--- src/rtl/gpr_file_pkg.sv ---
// Shared CPU definitions for the register bank and its neighbours (the operand
// selector and the control FSM): widths, index/data types and state bit positions.
package gpr_file_pkg;

   localparam int GPR_DATA_W = 16;  // width of one general-purpose register
   localparam int GPR_SEL_W  = 4;   // register-index width, fixed
   localparam int GPR_NREGS  = 16;  // number of registers addressable by GPR_SEL_W

   typedef logic [GPR_SEL_W-1:0]  reg_idx_t;
   typedef logic [GPR_DATA_W-1:0] data_t;

   // One-hot state bit positions shared by the selector and the control FSM.
   localparam int ST_IDLE_BIT   = 0;
   localparam int ST_FETCH_BIT  = 1;
   localparam int ST_DECODE_BIT = 2;
   localparam int ST_OPSEL_BIT  = 3;
   localparam int ST_EXEC_BIT   = 4;
   localparam int ST_MUL_BIT    = 5;
   localparam int ST_WB_BIT     = 6;
   localparam int ST_NUM_STATES = 7;

   // True when an enabled port addresses register idx.
   function automatic logic idx_hit(input logic en, input reg_idx_t sel, input int idx);
      return en && (sel == reg_idx_t'(idx));
   endfunction

endpackage : gpr_file_pkg

--- src/rtl/gpr_scoreboard.sv ---
// Pending-write scoreboard: one lock bit per register, set by the control FSM when
// a multi-cycle result is outstanding and cleared by the write that delivers it.
module gpr_scoreboard
   import gpr_file_pkg::*;
#(
   parameter int NREGS = GPR_NREGS
) (
   input  logic             clk,
   input  logic             rst,
   input  logic             wr_en1,
   input  reg_idx_t         wr_sel1,
   input  logic             wr_en2,
   input  reg_idx_t         wr_sel2,
   input  logic             lock_en,
   input  reg_idx_t         lock_sel,
   input  reg_idx_t         GPR_sel1,
   input  reg_idx_t         GPR_sel2,
   output logic             busy1,
   output logic             busy2,
   output logic [NREGS-1:0] lock_vec
);

   logic [NREGS-1:0] lock_q;
   logic [NREGS-1:0] lock_d;
   logic [NREGS-1:0] clr_mask;
   logic [NREGS-1:0] set_mask;

   // Next lock state: clear on any write to the register, then let a new lock win.
   always_comb begin
      // NOTE: every signal written here gets a default first, so no path leaves it unassigned and no latch is inferred.
      clr_mask = '0;
      set_mask = '0;
      for (int i = 0; i < NREGS; i++) begin
         clr_mask[i] = idx_hit(wr_en1, wr_sel1, i) || idx_hit(wr_en2, wr_sel2, i);
         set_mask[i] = idx_hit(lock_en, lock_sel, i);
      end
      lock_d = (lock_q & ~clr_mask) | set_mask;
   end

   // Lock register with asynchronous reset; the reset edge blocks any set or clear.
   always_ff @(posedge clk or posedge rst) begin
      // NOTE: state is updated with non-blocking assignments so every flop samples pre-edge values.
      if (rst) begin
         lock_q <= '0;
      end else begin
         lock_q <= lock_d;
      end
   end

   // Busy flags look only at the registered locks; a clear landing this edge is not bypassed.
   assign busy1    = lock_q[GPR_sel1];
   assign busy2    = lock_q[GPR_sel2];
   assign lock_vec = lock_q;

endmodule : gpr_scoreboard

--- src/rtl/gpr_file.sv ---
// 16-entry general-purpose register bank: two registered read ports with write-first
// bypass, two write ports (port 2 carries the multiply high half and wins collisions),
// and the pending-write scoreboard used by the control FSM to stall.
module gpr_file
   import gpr_file_pkg::*;
#(
   parameter int                DATA_W    = GPR_DATA_W,
   parameter int                NREGS     = GPR_NREGS,
   parameter logic [DATA_W-1:0] RESET_VAL = '0
) (
   input  logic              clk,
   input  logic              rst,
   input  reg_idx_t          GPR_sel1,
   input  reg_idx_t          GPR_sel2,
   input  logic              rd_en,
   output logic [DATA_W-1:0] rd_data1,
   output logic [DATA_W-1:0] rd_data2,
   input  logic              wr_en1,
   input  reg_idx_t          wr_sel1,
   input  logic [DATA_W-1:0] wr_data1,
   input  logic              wr_en2,
   input  reg_idx_t          wr_sel2,
   input  logic [DATA_W-1:0] wr_data2,
   input  logic              lock_en,
   input  reg_idx_t          lock_sel,
   output logic              busy1,
   output logic              busy2,
   output logic [NREGS-1:0]  lock_vec
);

   logic [DATA_W-1:0] regs_q [NREGS];
   logic [DATA_W-1:0] regs_d [NREGS];
   logic [DATA_W-1:0] rd_data1_q;
   logic [DATA_W-1:0] rd_data1_d;
   logic [DATA_W-1:0] rd_data2_q;
   logic [DATA_W-1:0] rd_data2_d;

   // Post-write register image: port 1 applied first, port 2 second so it wins a collision.
   always_comb begin
      regs_d = regs_q;
      if (wr_en1) begin
         regs_d[wr_sel1] = wr_data1;
      end
      if (wr_en2) begin
         regs_d[wr_sel2] = wr_data2;
      end
   end

   // Read capture from the post-write image, which gives write-first bypass for free.
   always_comb begin
      rd_data1_d = rd_data1_q;
      rd_data2_d = rd_data2_q;
      if (rd_en) begin
         rd_data1_d = regs_d[GPR_sel1];
         rd_data2_d = regs_d[GPR_sel2];
      end
   end

   // Register array and read-port flops; reset restores every entry to RESET_VAL.
   always_ff @(posedge clk or posedge rst) begin
      // NOTE: the array is reset because software may read any register before writing it; this keeps it in flops rather than a RAM macro.
      if (rst) begin
         for (int i = 0; i < NREGS; i++) begin
            regs_q[i] <= RESET_VAL;
         end
         rd_data1_q <= '0;
         rd_data2_q <= '0;
      end else begin
         regs_q     <= regs_d;
         rd_data1_q <= rd_data1_d;
         rd_data2_q <= rd_data2_d;
      end
   end

   assign rd_data1 = rd_data1_q;
   assign rd_data2 = rd_data2_q;

   gpr_scoreboard #(
      .NREGS (NREGS)
   ) u_scoreboard (
      .clk      (clk),
      .rst      (rst),
      .wr_en1   (wr_en1),
      .wr_sel1  (wr_sel1),
      .wr_en2   (wr_en2),
      .wr_sel2  (wr_sel2),
      .lock_en  (lock_en),
      .lock_sel (lock_sel),
      .GPR_sel1 (GPR_sel1),
      .GPR_sel2 (GPR_sel2),
      .busy1    (busy1),
      .busy2    (busy2),
      .lock_vec (lock_vec)
   );

endmodule : gpr_file

--- config.mk ---
export PLATFORM = sky130hd
export DESIGN_NAME = gpr_file
export DESIGN_NICKNAME = d
export VERILOG_FILES = /design/src/rtl/gpr_file_pkg.sv /design/src/rtl/gpr_scoreboard.sv /design/src/rtl/gpr_file.sv
export SDC_FILE = /design/constraint.sdc
export NUM_CORES = 1
export LEC_CHECK = 0
export BUFFER_PORTS_ARGS = -buffer_cell sky130_fd_sc_hd__buf_2
export CAP_MARGIN = 10
export CORE_MARGIN = 1.5
export CORE_UTILIZATION = 25
export DETAILED_ROUTE_END_ITERATION = 8
export MAX_ROUTING_LAYER = met4
export SETUP_SLACK_MARGIN = 0.2
export SYNTH_ARGS = -nofsm -noshare
export SYNTH_HDL_FRONTEND = slang
export SYNTH_HIERARCHICAL = 1
export SYNTH_SLANG_ARGS = --single-unit
export TNS_END_PERCENT = 5
--- constraint.sdc ---
create_clock -name clk -period 16.8 [get_ports clk]
set_input_delay 1.68 -clock clk [delete_from_list [all_inputs] [get_ports clk]]
set_output_delay 1.68 -clock clk [all_outputs]
set_load 0.1 [all_outputs]
==> impl_metrics.toml, run 1 <==
[status]
status = "complete, no violations"

[route]
firstDrtPassIters = 7
vias_per_cell = 6.04
drtIter0Drc = 3208
ant_nets = 0
wl_per_cell_um = 26.8
drc = 0
totalWireLength_um = 83900
num_vias = 18920

[clock_tree]
hold_buffers = 0
cts_setup_buffers = 0
cts_resized = 0
numCtsBuffers = 37
cts_tree = "done"
clk_latency_ps = 580
cts_root_buf = "clkbuf_16"
clk_pin_slew_ps = 60
clockBufferDepth = 3
cts_htree_levels = 2
cts_sinks = 304

[flow_run]
drv_cap = 0

[sta]
tns_ps = 0
timing.final.ws_setup_ps = 11620
maxSlewHeadroom_pct = 10.2
finalSetupViolations = 0
grt_setup_unrepaired = "no"
period_minus_slack_ps = 5180
skew_ps = 24.1
worst-slew-pin-transition_ps = 1350
timing.hold.ws_ps = 514
hold_viol_final = 0
timing.fmax_mhz = 193
post-route-period-util_pct = 30.9
maxSlewViolCount = 0

[yosys]
yosysUniqueCellTypes = 69
ys_ff_latch = 304
synth_edf_count = 0
ys_top_cells_by_area = "dfrtp_1, mux2i_1, nand2_1"
syn_avg_cell_area_um2 = 8.54
synth.most_common_cell = "dfrtp_1"
yosysTopAreaCell = "dfrtp_1"
async_reset_ff_share_pct = 100
synthFlopType = "dfrtp_1"
yosysWarnings = 6
syn_inst = 2158
mappedNetlistArea_mm2 = 0.0184
synth_top_cell_area_share_pct = 41.3
seq_area_frac_synth_pct = 41.3
synth_nets = 2216
yosys-top-cells-count = "dfrtp_1, nand2_1, nor2_1, o21ai_0, clkbuf_1"

[floorplanning]
initial_core_util_pct = 25.3
die_h_um = 275
ioPinCount = 108
dieArea_mm2 = 0.0754
die_x_um = 275
rows = 99
core-area_mm2 = 0.0730

[power_and_ir_drop]
clockPowerShare_pct = 30.9
p_leak_nw = 8.53
power_frac_comb_pct = 32.5
p_seq_share_pct = 36.7
p_int_mw = 1.63
power_switching_mw = 1.04
p_per_area_mw_per_mm2 = 127
switching_share_pct = 39.0
ir_worst_vdd_mv = 0.0746

[layout]
regArea_mm2 = 0.00761
nets = 2201
fin_util_pct = 28.7
multi_input_area_mm2 = 0.00989
fill_cells = 7661
drive_above_1_share_pct = 11.8
area_growth_pct = 13.6

[worst_hold_path]
min_path_type = "flop to flop"

[place]
portBuffers = 107
place.gp.congestion = 0.951
dp_slack_ps = 11670
dp_hpwl_um = 54200

[global_route]
antenna_found_initial = 5
grt_pass1_wl_um = 121000
grt_usage_pct = 22.3
overflow = 0
grt_pass1_vias = 17401
grt_max_degree = 94

[setup_path]
crit_path_start_kind = "input pin"
crit_type = "input pin to output pin"
worstPathMaxFanout = 34
end_kind = "output pin"
worstPathArrival_ps = 3500
critPathRequiredTime_ps = 15120
-- sequential cells by signal (all words and copies together) (netlist names) --
name / count
regs_q: 256
rd_data1: 16
rd_data2: 16
u_scoreboard/lock_vec: 16
-- cells in the final DEF (no fill, tap or decap), types with 11 or more instances in the layout --
cell type | netlist | layout
a22o_1 | 13 | 13
nor3_1 | 81 | 81
a221o_1 | 27 | 27
o21ai_0 | 166 | 166
dfrtp_1 | 304 | 304
mux2_2 | 14 | 14
inv_1 | 30 | 29
nor2_1 | 189 | 188
nand3_1 | 61 | 61
a211oi_1 | 29 | 29
a31oi_1 | 132 | 132
a21oi_1 | 88 | 88
o22a_1 | 11 | 11
mux2i_1 | 131 | 131
nor2b_1 | 22 | 22
clkinv_2 | 0 | 11
and3b_1 | 20 | 20
buf_2 | 25 | 107
a221oi_1 | 22 | 22
a22oi_1 | 28 | 28
o221ai_1 | 20 | 20
nand2_1 | 269 | 269
o22ai_1 | 131 | 131
buf_4 | 2 | 48
clkbuf_16 | 0 | 38
-- cell type report --
| type | instances | share of cell area (%) |
|---|---|---|
| Multi-Input combinational cell | 1614 | 47.2 |
| Clock buffer | 49 | 5.03 |
| Inverter | 31 | 0.592 |
| Clock inverter | 16 | 0.759 |
| Timing Repair Buffer | 155 | 4.28 |
| Tap cell | 959 | 5.73 |
| Sequential cell | 304 | 36.3 |
| Antenna cell | 4 | 0.0478 |
-- cell families after synthesis --
logic type | share of synthesized area [%]
buffers and inverters | 5.10
AND/OR/NAND/NOR | 17.8
flip-flops | 41.3
AO/OA/AOI/OAI | 25.9
multiplexers | 9.96
-- worst paths after layout --
| path | from | to | slack (ps) | cells after the start |
|---|---|---|---|---|
| setup / recovery | GPR_sel2[1] | busy2 | 11620 | 6 |
| hold / removal | rd_data1[5] | rd_data1[5] | 510 | 1 |
| setup reg to reg | regs_q[87] | rd_data2[7] | 14780 | 6 |
| hold reg to reg | rd_data1[5] | rd_data1[5] | 510 | 1 |
| max in group asynchronous | rst | regs_q[207] | 13180 | 4 |
| min in group asynchronous | rst | regs_q[145] | 1220 | 2 |
-- power groups by stage --
stage          clock network (mW)  registers (mW)  logic, mW
2_1_floorplan                   0            1.16      0.446
3_3_place_gp                    0           0.986      0.841
3_5_place_dp                    0           0.989      0.846
4_1_cts                     0.827           0.977      0.849
5_1_grt                     0.856           0.994      0.917
6_report                    0.824           0.979      0.866
-- layer usage --
metal	wire length [um]	part of all wire (%)	track usage, %
met1	32200	38	28.3
met2	36400	43	32.6
met3	10800	13	6.01
met4	4600	5.5	11.1
met5	0	0	-
-- through the flow --
step	power, mW	std cells	area (um^2)
final	2.67	3132	20900
after global routing	2.77	3131	20900
after CTS	2.65	3128	20900
after detailed placement	1.84	3063	19700
after global placement	1.83	3063	19700
after floorplan	1.61	2158	18400
-- worst max-delay path, cell delays in order --
cell,delay [ps]
buf_2,70
buf_4,450
mux4_1,660
mux2i_1,200
mux2i_1,100
buf_2,310
Note: power is estimated with default switching activity, not from simulation.
==> run 2, diff against run 1 <==
- clock period: 16.8 -> 5.3 ns (I/O delays scaled with it)
==> impl_metrics.toml, run 2 (same netlist as run 1, synthesis figures left out) <==
[status]
status = "finished, violations left"
violations = "capacitance limit"

[floorplanning]
die_h_um = 275
ioPinCount = 108
core-area_mm2 = 0.0730
rows = 99
die_x_um = 275
initial_core_util_pct = 25.3
dieArea_mm2 = 0.0754

[power_and_ir_drop]
switching_share_pct = 38.7
ir_worst_vdd_mv = 0.193
clockPowerShare_pct = 31.2
finalPower_mw = 8.56
p_seq_share_pct = 36.4
power_switching_mw = 3.31
p_per_area_mw_per_mm2 = 405
p_int_mw = 5.25
p_leak_nw = 8.64
power_frac_comb_pct = 32.4

[place]
place.gp.congestion = 0.978
dp_slack_ps = 1170
placed_area_mm2 = 0.0199
dp_hpwl_um = 57500
portBuffers = 107

[setup_path]
rr_endpoint = "rd_data2[12]"
critPathRequiredTime_ps = 5800
r2r_start = "regs_q[60]"
reg2reg_setup_slack_ps = 2730
worstPathMaxFanout = 36
crit_type = "input pin to flop"
end_kind = "flop"
worstPathArrival_ps = 4350
slowest_delay_ps = 1260
slowest_stage = "a2111oi_0"
crit_path_start_kind = "input pin"
path_cells = "buf_2 -> nand2b_1 -> nor2_2 -> mux2i_1 -> o211ai_1 -> o221ai_1 -> a2111oi_0 -> a221o_1"
rr_worst_depth = 6

[route]
num_vias = 18944
vias_per_cell = 6.01
drtIter0Drc = 2861
drc = 0
wl_per_cell_um = 27.1
ant_nets = 0
firstDrtPassIters = 6
totalWireLength_um = 85200

[clock_tree]
clockBufferDepth = 3
cts_sinks = 304
cts_setup_buffers = 0
cts_root_buf = "clkbuf_16"
clk_pin_slew_ps = 60
cts_htree_levels = 2
clk_latency_ps = 570
numCtsBuffers = 37
cts_tree = "done"

[sta]
grt_setup_unrepaired = "no"
post-route-period-util_pct = 72.8
skew_ps = 21.6
maxSlewHeadroom_pct = 0.0429
maxSlewViolCount = 0
period_minus_slack_ps = 3860
finalSetupViolations = 0
timing.fmax_mhz = 259
worst-slew-pin-transition_ps = 1460
timing.final.ws_setup_ps = 1440
hold_viol_final = 0
tns_ps = 0

[global_route]
grt_pass1_wl_um = 124000
grt_max_degree = 132
overflow = 0
antenna_found_initial = 4
grt_usage_pct = 22.9
grt_pass1_vias = 18112

[layout]
nets = 2222
drive_above_1_share_pct = 12.6
final_common_cell = "dfrtp_1"
area_growth_pct = 14.7
fin_area_mm2 = 0.0211
largest_reg_flops = 256
regMostFlops = "regs_q"
layout_common_cells = "dfrtp_1, nand2_1, nor2_1"

[worst_hold_path]
hold_path_end = "regs_q[193]"
min_path_type = "input pin to flop"
hold_start = "wr_data1[1]"
min_path_cells = 3

[flow_run]
drv_cap = 1
[run 2: cell count changes in the layout (fill, tap and decap cells not counted), moves of 2 or more]
cell | before | now
diode_2 | 4 | 2
buf_4 | 48 | 66
inv_6 | 0 | 2
clkinv_2 | 11 | 5
clkbuf_8 | 6 | 10
[run 2: metal layers]
layer  vias up  wire, um  GRT usage (%)
met1      9203     33400           28.9
met2      1374     37300           33.5
met3       308      9040           4.87
li1       8059         -              -
met4         0      5590           13.5
met5         -         0              -
[run 2: repair_timing]
| action | CTS | global route |
|---|---|---|
| resized for setup | 0 | 0 |
| hold buffers | 1 | 0 |
| hold endpoints to repair | 3 | 0 |
[run 2: worst max path at each step]
stage / startpoint / cells after the start / endpoint / slack (ps)
3_5_place_dp: wr_sel1[3] / 8 / rd_data2[12] / 1170
6_report: wr_sel1[3] / 8 / rd_data2[12] / 1440
5_1_grt: wr_sel1[3] / 8 / rd_data2[12] / 1510
2_1_floorplan: rst / 1 / rd_data1[0] / 950
4_1_cts: wr_sel1[3] / 8 / rd_data2[12] / 1770
3_3_place_gp: wr_sel1[3] / 8 / rd_data2[11] / 1100
[run 2: area by class of cell]
type,count,area (um^2)
diodes,2,5.00
clock buffers,53,1090
clock inverters,12,160
fillers,7647,51800
inverters,31,120
multi-input cells,1614,9890
flip-flops and latches,304,7610
well taps,959,1200
repair buffers,176,1070
[run 2: metrics by stage]
step           util, %  std cells  hold WS (ps)
2_1_floorplan        -       2158           444
3_5_place_dp      27.2       3083           477
6_report          29.0       3151           351
5_1_grt           29.0       3151           400
3_3_place_gp      27.2       3082           475
4_1_cts           29.0       3149           350
[run 2: critical path, delay by kind of cell]
kind | cells | cell delay [ps]
AOI/OAI and AO/OA | 4 | 1850
and+or+nand+nor | 2 | 1280
muxes | 1 | 190
buffers and inverters | 1 | 480
[run 2: power by group through the flow]
| stage | registers (mW) | clock network, mW | logic, mW |
|---|---|---|---|
| final | 3.11 | 2.67 | 2.78 |
| after global routing | 3.17 | 2.79 | 2.94 |
| after CTS | 3.11 | 2.69 | 2.72 |
| after detailed placement | 3.14 | 0 | 2.71 |
| after global placement | 3.14 | 0 | 2.69 |
| after floorplan | 3.68 | 0 | 1.41 |
